File: src/rtl/pic_sel_ctl.sv
// Picture-select controller: takes incr/decr commands, keeps a wrapping picture index and
// drives one load request per index change. Optional boot load via `PIC_SEL_BOOT_LOAD_EN`.
module pic_sel_ctl #(
    parameter int IDX_W   = 8,
    parameter int PIC_CNT = 16
) (
    input  logic             clk,
    input  logic             rst,
    input  logic             ctl_valid,
    output logic             ctl_ready,
    input  logic             ctl_incr,
    input  logic             ctl_decr,
    output logic             ld_valid,
    input  logic             ld_ready,
    output logic [IDX_W-1:0] ld_idx,
    input  logic             ld_done,
    output logic             busy
);

    typedef enum logic [2:0] {
        S_IDLE  = 3'd0,
        S_ACK   = 3'd1,
        S_REQ   = 3'd2,
        S_WAIT  = 3'd3,
        S_REARM = 3'd4
`ifdef PIC_SEL_BOOT_LOAD_EN
        , S_BOOT = 3'd5
`endif
    } state_t;

`ifdef PIC_SEL_BOOT_LOAD_EN
    localparam state_t RST_STATE = S_BOOT;
`else
    localparam state_t RST_STATE = S_IDLE;
`endif

    // PIC_CNT may equal 2^IDX_W, so only the last legal index is formed at IDX_W bits
    localparam logic [IDX_W-1:0] LAST_IDX = IDX_W'(PIC_CNT - 1);

    state_t           state, state_nxt;
    logic             chg, chg_nxt;
    logic [IDX_W-1:0] idx_step, idx_nxt;
    logic             ctl_ready_nxt, ld_valid_nxt;

    // State register; registered outputs are loaded from the output decode of the next state
    always_ff @(posedge clk or posedge rst) begin
        if (rst) begin
            state     <= RST_STATE;
            chg       <= 1'b0;
            ld_idx    <= '0;
            ctl_ready <= 1'b0;
            ld_valid  <= 1'b0;
        end else begin
            state     <= state_nxt;
            chg       <= chg_nxt;
            ld_idx    <= idx_nxt;
            ctl_ready <= ctl_ready_nxt;
            ld_valid  <= ld_valid_nxt;
        end
    end

    always_comb begin
        state_nxt = state;
        case (state)
            S_IDLE:  if (ctl_valid) state_nxt = S_ACK;
            S_ACK:   state_nxt = chg ? S_REQ : S_REARM;
            S_REQ:   if (ld_ready) state_nxt = ld_done ? S_REARM : S_WAIT;
            S_WAIT:  if (ld_done) state_nxt = S_REARM;
            S_REARM: if (!ctl_valid) state_nxt = S_IDLE;
`ifdef PIC_SEL_BOOT_LOAD_EN
            S_BOOT:  state_nxt = S_REQ;
`endif
            default: state_nxt = RST_STATE;
        endcase
    end

    // Wrapping step of the current index; the internal index lives in ld_idx itself
    always_comb begin
        idx_step = ld_idx;
        if (ctl_incr && !ctl_decr)
            idx_step = (ld_idx == LAST_IDX) ? '0 : ld_idx + IDX_W'(1);
        else if (ctl_decr && !ctl_incr)
            idx_step = (ld_idx == '0) ? LAST_IDX : ld_idx - IDX_W'(1);
    end

    always_comb begin
        idx_nxt       = ld_idx;
        chg_nxt       = chg;
        ctl_ready_nxt = (state_nxt == S_ACK);
        ld_valid_nxt  = (state_nxt == S_REQ);
        if (state == S_IDLE && ctl_valid) begin
            idx_nxt = idx_step;
            chg_nxt = ctl_incr ^ ctl_decr;
        end
    end

    assign busy = (state != S_IDLE);

endmodule
File: config.mk
export PLATFORM = sky130hd
export DESIGN_NAME = pic_sel_ctl
export DESIGN_NICKNAME = d
export VERILOG_FILES = /design/src/rtl/pic_sel_ctl.sv
export SDC_FILE = /design/constraint.sdc
export NUM_CORES = 1
export LEC_CHECK = 0
export ABC_AREA = 1
export CAP_MARGIN = 20
export CORE_UTILIZATION = 45
export DETAILED_ROUTE_END_ITERATION = 7
export HOLD_SLACK_MARGIN = 0.08
export PLACE_DENSITY = 0.69
export SLEW_MARGIN = 25
export SYNTH_ARGS = -nofsm -noshare
export SYNTH_HDL_FRONTEND = slang
export SYNTH_SLANG_ARGS = --single-unit
File: constraint.sdc
create_clock -name clk -period 2.02 [get_ports clk]
set_input_delay 0.606 -clock clk [delete_from_list [all_inputs] [get_ports clk]]
set_output_delay 0.606 -clock clk [all_outputs]
set_load 0.01 [all_outputs]
# Word level (Yosys, flattened, before mapping)
# Cells that the tools add are included.
# Widths: inputs -> output; s select.
[op_classes]
eq_ne = 7
addsub = 2
n_bitwise = 1
reduce_logical = 10
muxes = 11
[ops]
columns = ["cell", "count"]
rows = [
  ["$mux 8", 4],
  ["$mux 3", 6],
  ["$pmux 3 s5", 1],
  ["$eq 3x2->1 const B", 3],
  ["$add 8x1->8 const B", 1],
  ["$eq 8x4->1 const B", 1],
  ["$logic_not 8->1", 1],
  ["$sub 8x1->8 const B", 1],
  ["$eq 3x1->1 const B", 2],
  ["$eq 3x3->1 const B", 1],
  ["$logic_and 1x1->1", 3],
  ["$logic_not 3->1", 1],
  ["$reduce_bool 3->1", 1],
  ["$logic_not 1->1", 2],
  ["$reduce_and 2->1", 1],
  ["$reduce_bool 2->1", 1],
  ["$xor 1x1->1", 1],
]
[totals]
regBits = 14
output_inout_bits = 11
wordCells = 36
in_bits = 7

# Longest topological paths before layout
# Gate-level depths: netlist of run 1.
[logic_depth]
word_depth = 4
depth_mapped = 9
depth_no_buf = 9

# Least setup slack after synthesis of run 1
# OpenSTA, ideal clock, no wires.
[synth_timing]
path_kind = "input to register"
start = "input port ctl_decr"
end = "register ld_idx[3]"
path_buffers = 0
path_slack_ns = 0.534
required_ns = 1.907
arrival_ns = 1.373
cell_stages = 8
setup_time_ns = 0.113
path_cell_list = "inv_1 > ha_1 > inv_1 > nand2_4 > a21oi_2 > nand3_1 > nand2_1 > inv_1"
[synth_via]
elab_chain_cells = 4
elab_cells_between_ends = 6
cone_classes = "mux: 1; reduce/logical: 5"
[synth_lines]
columns = ["item", "line", "text"]
rows = [
  ["start: declaration", "12", "input logic ctl_decr,"],
  ["$logic_not 1->1", "80", "if (ctl_incr && !ctl_decr)"],
  ["$logic_and 1x1->1", "80", ""],
  ["$reduce_bool 2->1 (no source line)", "-", ""],
  ["$reduce_and 2->1 (no source line)", "-", ""],
  ["end signal: assignment", "56", "ld_idx <= idx_nxt;"],
  ["end: declaration", "15", "output logic [IDX_W-1:0] ld_idx,"],
]
# Parallel ways exist; a longest one is shown, timed or not.
# A chain may end at the register's enable or synchronous reset.

# Final worst setup path of run 1
[layout_timing]
start = "register ld_idx[7]"
end = "output port ld_idx[7]"
# No word-level cell between the ends.

==> results.yml, run 1 <==
clock_tree:
  clock_path_buffers: 2
  htree_levels: 1
  cts-root-buf: "clkbuf_4"
  cts_tree: "done"
  cts_buffers: 3
  clk_latency_ns: 0.28
  cts.sinks: 14
  hold_buffers: 0
  clk_pin_slew_ns: 0.09
routing:
  dr.pass1.iters: 4
  met3_length_um: 82
  drtAntennaViolNets: 0
  wl_met2_um: 1320
  vias: 1105
  drt_iter0_drc: 31
  wirelength_um: 2710
  highest_layer: "met4"
  routedLengthMet1_um: 1280
  wire_per_inst_um: 12.8
  drc_errors: 0
  vias_per_cell: 5.24
pwr:
  p_sw_mw: 0.927
  p_leak_nw: 0.694
  pwr-share-clk_pct: 10.6
  p_per_area_nw_per_um2: 1400
  internal_power_mw: 1.04
  seq_power_share_pct: 26.4
  peakVddDrop_mv: 0.824
  combPwrFrac_pct: 63.0
  total_power_mw: 1.96
  switching_share_pct: 47.2
setup_path:
  worst_setup_path_end_kind: "output pin"
  required_ns: 1.41
  start_kind: "flop"
  crit_slowest_cell: "clkdlybuf4s50_1"
  cp_num_buf_inv: 1
  critPathTopFamily: "buffers and inverters"
  cp-startpoint: "ld_idx[7]"
  path_cells: "clkdlybuf4s50_1"
  arrival_ns: 1.32
  critPathKind: "flop to output pin"
  critPathMaxFanout: 6
  max_stage_delay_ns: 0.57
  r2r_end: "ld_idx[7]"
  worst_r2r_path_depth: 9
  r2r_start: "ld_idx[0]"
  reg2reg_slack_ns: 0.52
cells_and_area:
  nets: 195
  n_antenna_cell: 0
  fin_util_pct: 61.7
  syn_to_final_growth_pct: 26.1
  drive_gt1_share_pct: 18.6
synthesis:
  avgSynthCellArea_um2: 7.14
  yosys-top-cells-area: "dfrtp_1 (31%), nand2_1 (16%), nand3_1 (6.7%)"
  synth_common_cells: "nand2_1 (48), inv_1 (19), nand3_1 (15)"
  synth_area_leader_cell: "dfrtp_1"
  synth_fp_nets: 167
  ys_seq_area_share_pct: 31.5
  syn_inst: 156
  netlist_area_um2: 1110
  netlist.area_leader.share_pct: 31.5
  synth.most_common_cell: "nand2_1"
  yosysUniqueCellTypes: 25
  ys_ff_latch: 14
  yosysWarnings: 0
  async_flop_share_pct: 100
  synth_edf_count: 0
  synth_top_flop_cell: "dfrtp_1"
global_route:
  grt_pass1_vias: 1101
  grt_max_degree: 15
  grt_pass1_wl_um: 4870
  track_usage_pct: 24.9
  antenna_found_initial: 0
  overflow: 0
floorplan:
  dieArea_um2: 2680
  core_um2: 2280
  num_io_pins: 18
  initial_utilization_pct: 48.9
  die_y_um: 51.7
  die_w_um: 51.7
  fp-row-count: 17
sta:
  drv_slew: 0
  max_freq_mhz: 519
  fin_skew_ns: 0.00398
  worst_pin_slew_ns: 0.560
  hold_slack_ns: 0.536
  setup_viol: 0
  setup_tns_ns: 0
  slew_headroom_pct: 62.6
  period_share_pct: 95.5
  hold_viol_final: 0
  rsz0062_at_grt: "no"
  finalCriticalPeriod_ns: 1.93
min_path:
  hold_end: "state[2]"
  min_path_type: "flop to flop"
  hp-start: "chg"
  whs_path_depth: 1
run_status:
  outcome: "complete, no violations"
flow_run:
  drv_cap: 0
placement:
  gp_congestion: 0.956
  hpwl_um: 2110
  numPortBuffers: 17
==> flip-flops by register name (all words and copies together), names as in the netlist <==
name and count:
ld_valid 1, chg 1, ld_idx 8, ctl_ready 1
state 3
==> through the flow <==
step	worst slack [ns]	instances	area, um^2
final	0.0914	211	1400
after global routing	0.0249	211	1400
after CTS	0.0807	211	1400
after detailed placement	-0.0493	205	1350
after global placement	0.0317	205	1350
after floorplan	0.534	156	1110
==> routing by layer <==
metal  vias up  track usage (%)
met1       526             31.0
met4         0             6.31
met2        25             43.3
li1        552                -
met3         2             5.56
met5         -                0
==> cells by family (layout without fill, tap and decap cells) <==
family          after synthesis  count (layout)  share of synthesized area, %
simple gates                 96              96                          44.4
xor+xnor                      4               4                          3.15
flops                        14              14                          31.5
compound gates               14              14                          7.53
buf+inv                      24              51                          8.99
fa+ha+maj                     4               4                          4.49
==> power by group through the flow <==
stage / sequential [mW] / clock [mW] / combinational, mW
after global routing: 0.537 / 0.231 / 1.38
after CTS: 0.518 / 0.213 / 1.23
after global placement: 0.523 / 0 / 1.17
final: 0.517 / 0.208 / 1.24
after detailed placement: 0.528 / 0 / 1.20
after floorplan: 0.570 / 0 / 0.740
==> how the worst max path moves through the flow <==
stage,end,slack (ns),cells past startpoint
6_report,ld_idx[7],0.09,1
3_3_place_gp,ld_idx[3],0.03,9
5_1_grt,ld_idx[7],0.02,1
3_5_place_dp,ld_idx[4],-0.05,9
2_1_floorplan,ld_idx[3],0.53,8
4_1_cts,ld_idx[6],0.08,1
==> timing repair <==
item	in CTS	in global routing
resized for setup	3	1
endpoints found under the setup margin	1	1
cloned	0	0
hold endpoints to repair	0	0
buffers inserted	2	0
==> cell type report <==
class	count	area [um^2]
multi-input combinational	118	663
fill	221	872
timing repair buffer	26	236
inverter	21	78.8
clock buffer	4	36.3
tap	28	35.0
sequential	14	354
==> cells in the final DEF (no fill, tap or decap), types with 3 or more instances in the layout <==
cell	Yosys	routed
nand3_1	15	15
ha_1	4	4
nand2_1	48	48
nor2_1	11	11
buf_4	0	9
o21ai_1	5	5
nor2_4	6	6
o21ai_0	3	3
dfrtp_2	0	3
clkdlybuf4s50_1	0	16
xor2_1	3	3
nor2_2	4	4
dfrtp_1	14	11
clkbuf_4	0	3
inv_1	19	19
nand4_1	6	6
Power figures use the tool's default switching activity.
==> run 2: changes to the inputs <==
- PLACE_DENSITY: 0.69 -> default
- PLACE_DENSITY_LB_ADDON: default -> 0.1
==> results.yml, run 2 (synthesized netlist as in run 1, its figures left out) <==
sta:
  setup_ws_ns: 0.0982
  max_freq_mhz: 520
  period_share_pct: 95.1
  drv_slew: 0
  setup_tns_ns: 0
  rsz0062_at_grt: "no"
  worst_pin_slew_ns: 0.555
  hold_slack_ns: 0.528
  slew_headroom_pct: 63.0
  setup_viol: 0
  hold_viol_final: 0
  finalCriticalPeriod_ns: 1.92
  fin_skew_ns: 0.00634
run_status:
  outcome: "complete, no violations"
pwr:
  pwr-share-clk_pct: 8.3
  seq_power_share_pct: 27.2
  combPwrFrac_pct: 64.6
  peakVddDrop_mv: 0.780
  p_leak_nw: 0.695
  switching_share_pct: 47.2
  internal_power_mw: 1.00
  p_per_area_nw_per_um2: 1360
  total_power_mw: 1.90
  p_sw_mw: 0.896
routing:
  wire_per_inst_um: 12.1
  highest_layer: "met4"
  wl_met2_um: 1150
  vias_per_cell: 5.17
  vias: 1080
  drtAntennaViolNets: 0
  dr.pass1.iters: 4
  routedLengthMet1_um: 1200
  drt_iter0_drc: 34
  drc_errors: 0
  met3_length_um: 121
  wirelength_um: 2520
clock_tree:
  htree_levels: 1
  cts-root-buf: "clkbuf_4"
  cts_buffers: 3
  clk_latency_ns: 0.28
  clock_path_buffers: 2
  clk_pin_slew_ns: 0.08
  cts_tree: "done"
  cts.sinks: 14
setup_path:
  critPathKind: "flop to output pin"
  crit_slowest_cell: "clkdlybuf4s50_1"
  path_depth: 1
  required_ns: 1.41
  path_cells: "clkdlybuf4s50_1"
  r2r_start: "ld_idx[0]"
  arrival_ns: 1.32
  critPathTopFamily: "buffers and inverters"
  reg2reg_slack_ns: 0.55
  cp_num_buf_inv: 1
  worst_setup_path_end_kind: "output pin"
  start_kind: "flop"
  critPathMaxFanout: 6
  r2r_end: "ld_idx[7]"
  worst_r2r_path_depth: 9
  max_stage_delay_ns: 0.57
cells_and_area:
  nets: 194
  layout_commonest_cell: "nand2_1"
  multi_input_area_um2: 663
  layout_common_cells: "nand2_1 (48), inv_1 (19), clkdlybuf4s50_1 (16)"
  top_regs: "ld_idx x8, state x3"
  largest-register: "ld_idx"
  fill_cells: 205
  drive_gt1_share_pct: 17.1
  final-seq-area_um2: 353
  n_antenna_cell: 0
  largest_reg_flops: 8
  syn_to_final_growth_pct: 25.5
min_path:
  min_path_type: "flop to flop"
  hold_end: "state[2]"
  hp-start: "chg"
  whs_path_depth: 1
flow_run:
  drv_cap: 0
floorplan:
  num_io_pins: 18
  core_um2: 2280
  initial_utilization_pct: 48.9
  dieArea_um2: 2680
  fp-row-count: 17
  die_w_um: 51.7
  die_y_um: 51.7
placement:
  gp_congestion: 0.920
  place_ws_ns: 0.00154
  hpwl_um: 1950
  numPortBuffers: 17
global_route:
  grt_max_degree: 15
  grt_pass1_wl_um: 4530
  grt_pass1_vias: 1045
  overflow: 0
  track_usage_pct: 23.5
  antenna_found_initial: 0
run 2: changes by cell type in the layout (fill, tap and decap cells not counted), sizes merged:
cell,before,now
dlygate4sd2,1,0
dlymetal6s2s,0,1
buf,9,8
clkbuf,4,3
run 2: area by class of cell:
type / count / area share [%]
repair buffers: 25 / 17.5
multi-input cells: 118 / 47.4
clock buffers: 3 / 1.61
well taps: 28 / 2.51
inverters: 21 / 5.64
flip-flops and latches: 14 / 25.2
run 2: what timing repair did:
item	4_1_cts	5_1_grt
gates cloned	0	0
pin swaps	1	1
gates resized for setup	2	1
setup buffers	2	0
endpoints found under the setup margin	1	1
hold buffers	0	0
run 2: how the worst max path moves through the flow:
stage,startpoint,end,slack [ns]
2_1_floorplan,ctl_decr,ld_idx[3],0.53
3_3_place_gp,ctl_decr,ld_idx[3],0.03
3_5_place_dp,ctl_decr,ld_idx[3],0.002
4_1_cts,state[2],busy,0.009
5_1_grt,ld_idx[6],ld_idx[6],0.02
6_report,ld_idx[6],ld_idx[6],0.1
run 2: through the flow:
step / std cells / util [%] / area [um^2]
after floorplan: 156 / - / 1110
after global placement: 204 / 59.5 / 1360
after detailed placement: 204 / 59.5 / 1360
after CTS: 209 / 61.3 / 1400
after global routing: 209 / 61.4 / 1400
final: 209 / 61.4 / 1400
run 2: power by group through the flow:
| stage | logic (mW) | clock network (mW) | registers, mW |
|---|---|---|---|
| floorplan | 0.740 | 0 | 0.570 |
| global route | 1.37 | 0.180 | 0.532 |
| CTS | 1.23 | 0.165 | 0.516 |
| finish | 1.23 | 0.157 | 0.515 |
| detailed placement | 1.19 | 0 | 0.528 |
| global placement | 1.17 | 0 | 0.522 |
run 2: routing by layer:
layer | track usage, % | vias to the layer above
met5 | 0 | -
met4 | 10.4 | 0
met3 | 7.02 | 4
met2 | 37.7 | 27
met1 | 29.0 | 491
li1 | - | 558
run 2: worst register-to-register path, cell delays in order, from the launching register on:
cell and delay, ns:
dfrtp_1 0.42, inv_1 0.21, ha_1 0.20, nand2_1 0.09
nor2_4 0.17, nor2_4 0.07, nand3_1 0.07, nand2_1 0.05
nand2_1 0.05, nand2_1 0.05
==> run 3: changes to the inputs <==
- CTS_CLUSTER_DIAMETER: default -> 60
==> results of run 3 <==
The final DEF is identical to that of run 2; final timing and power are the same.
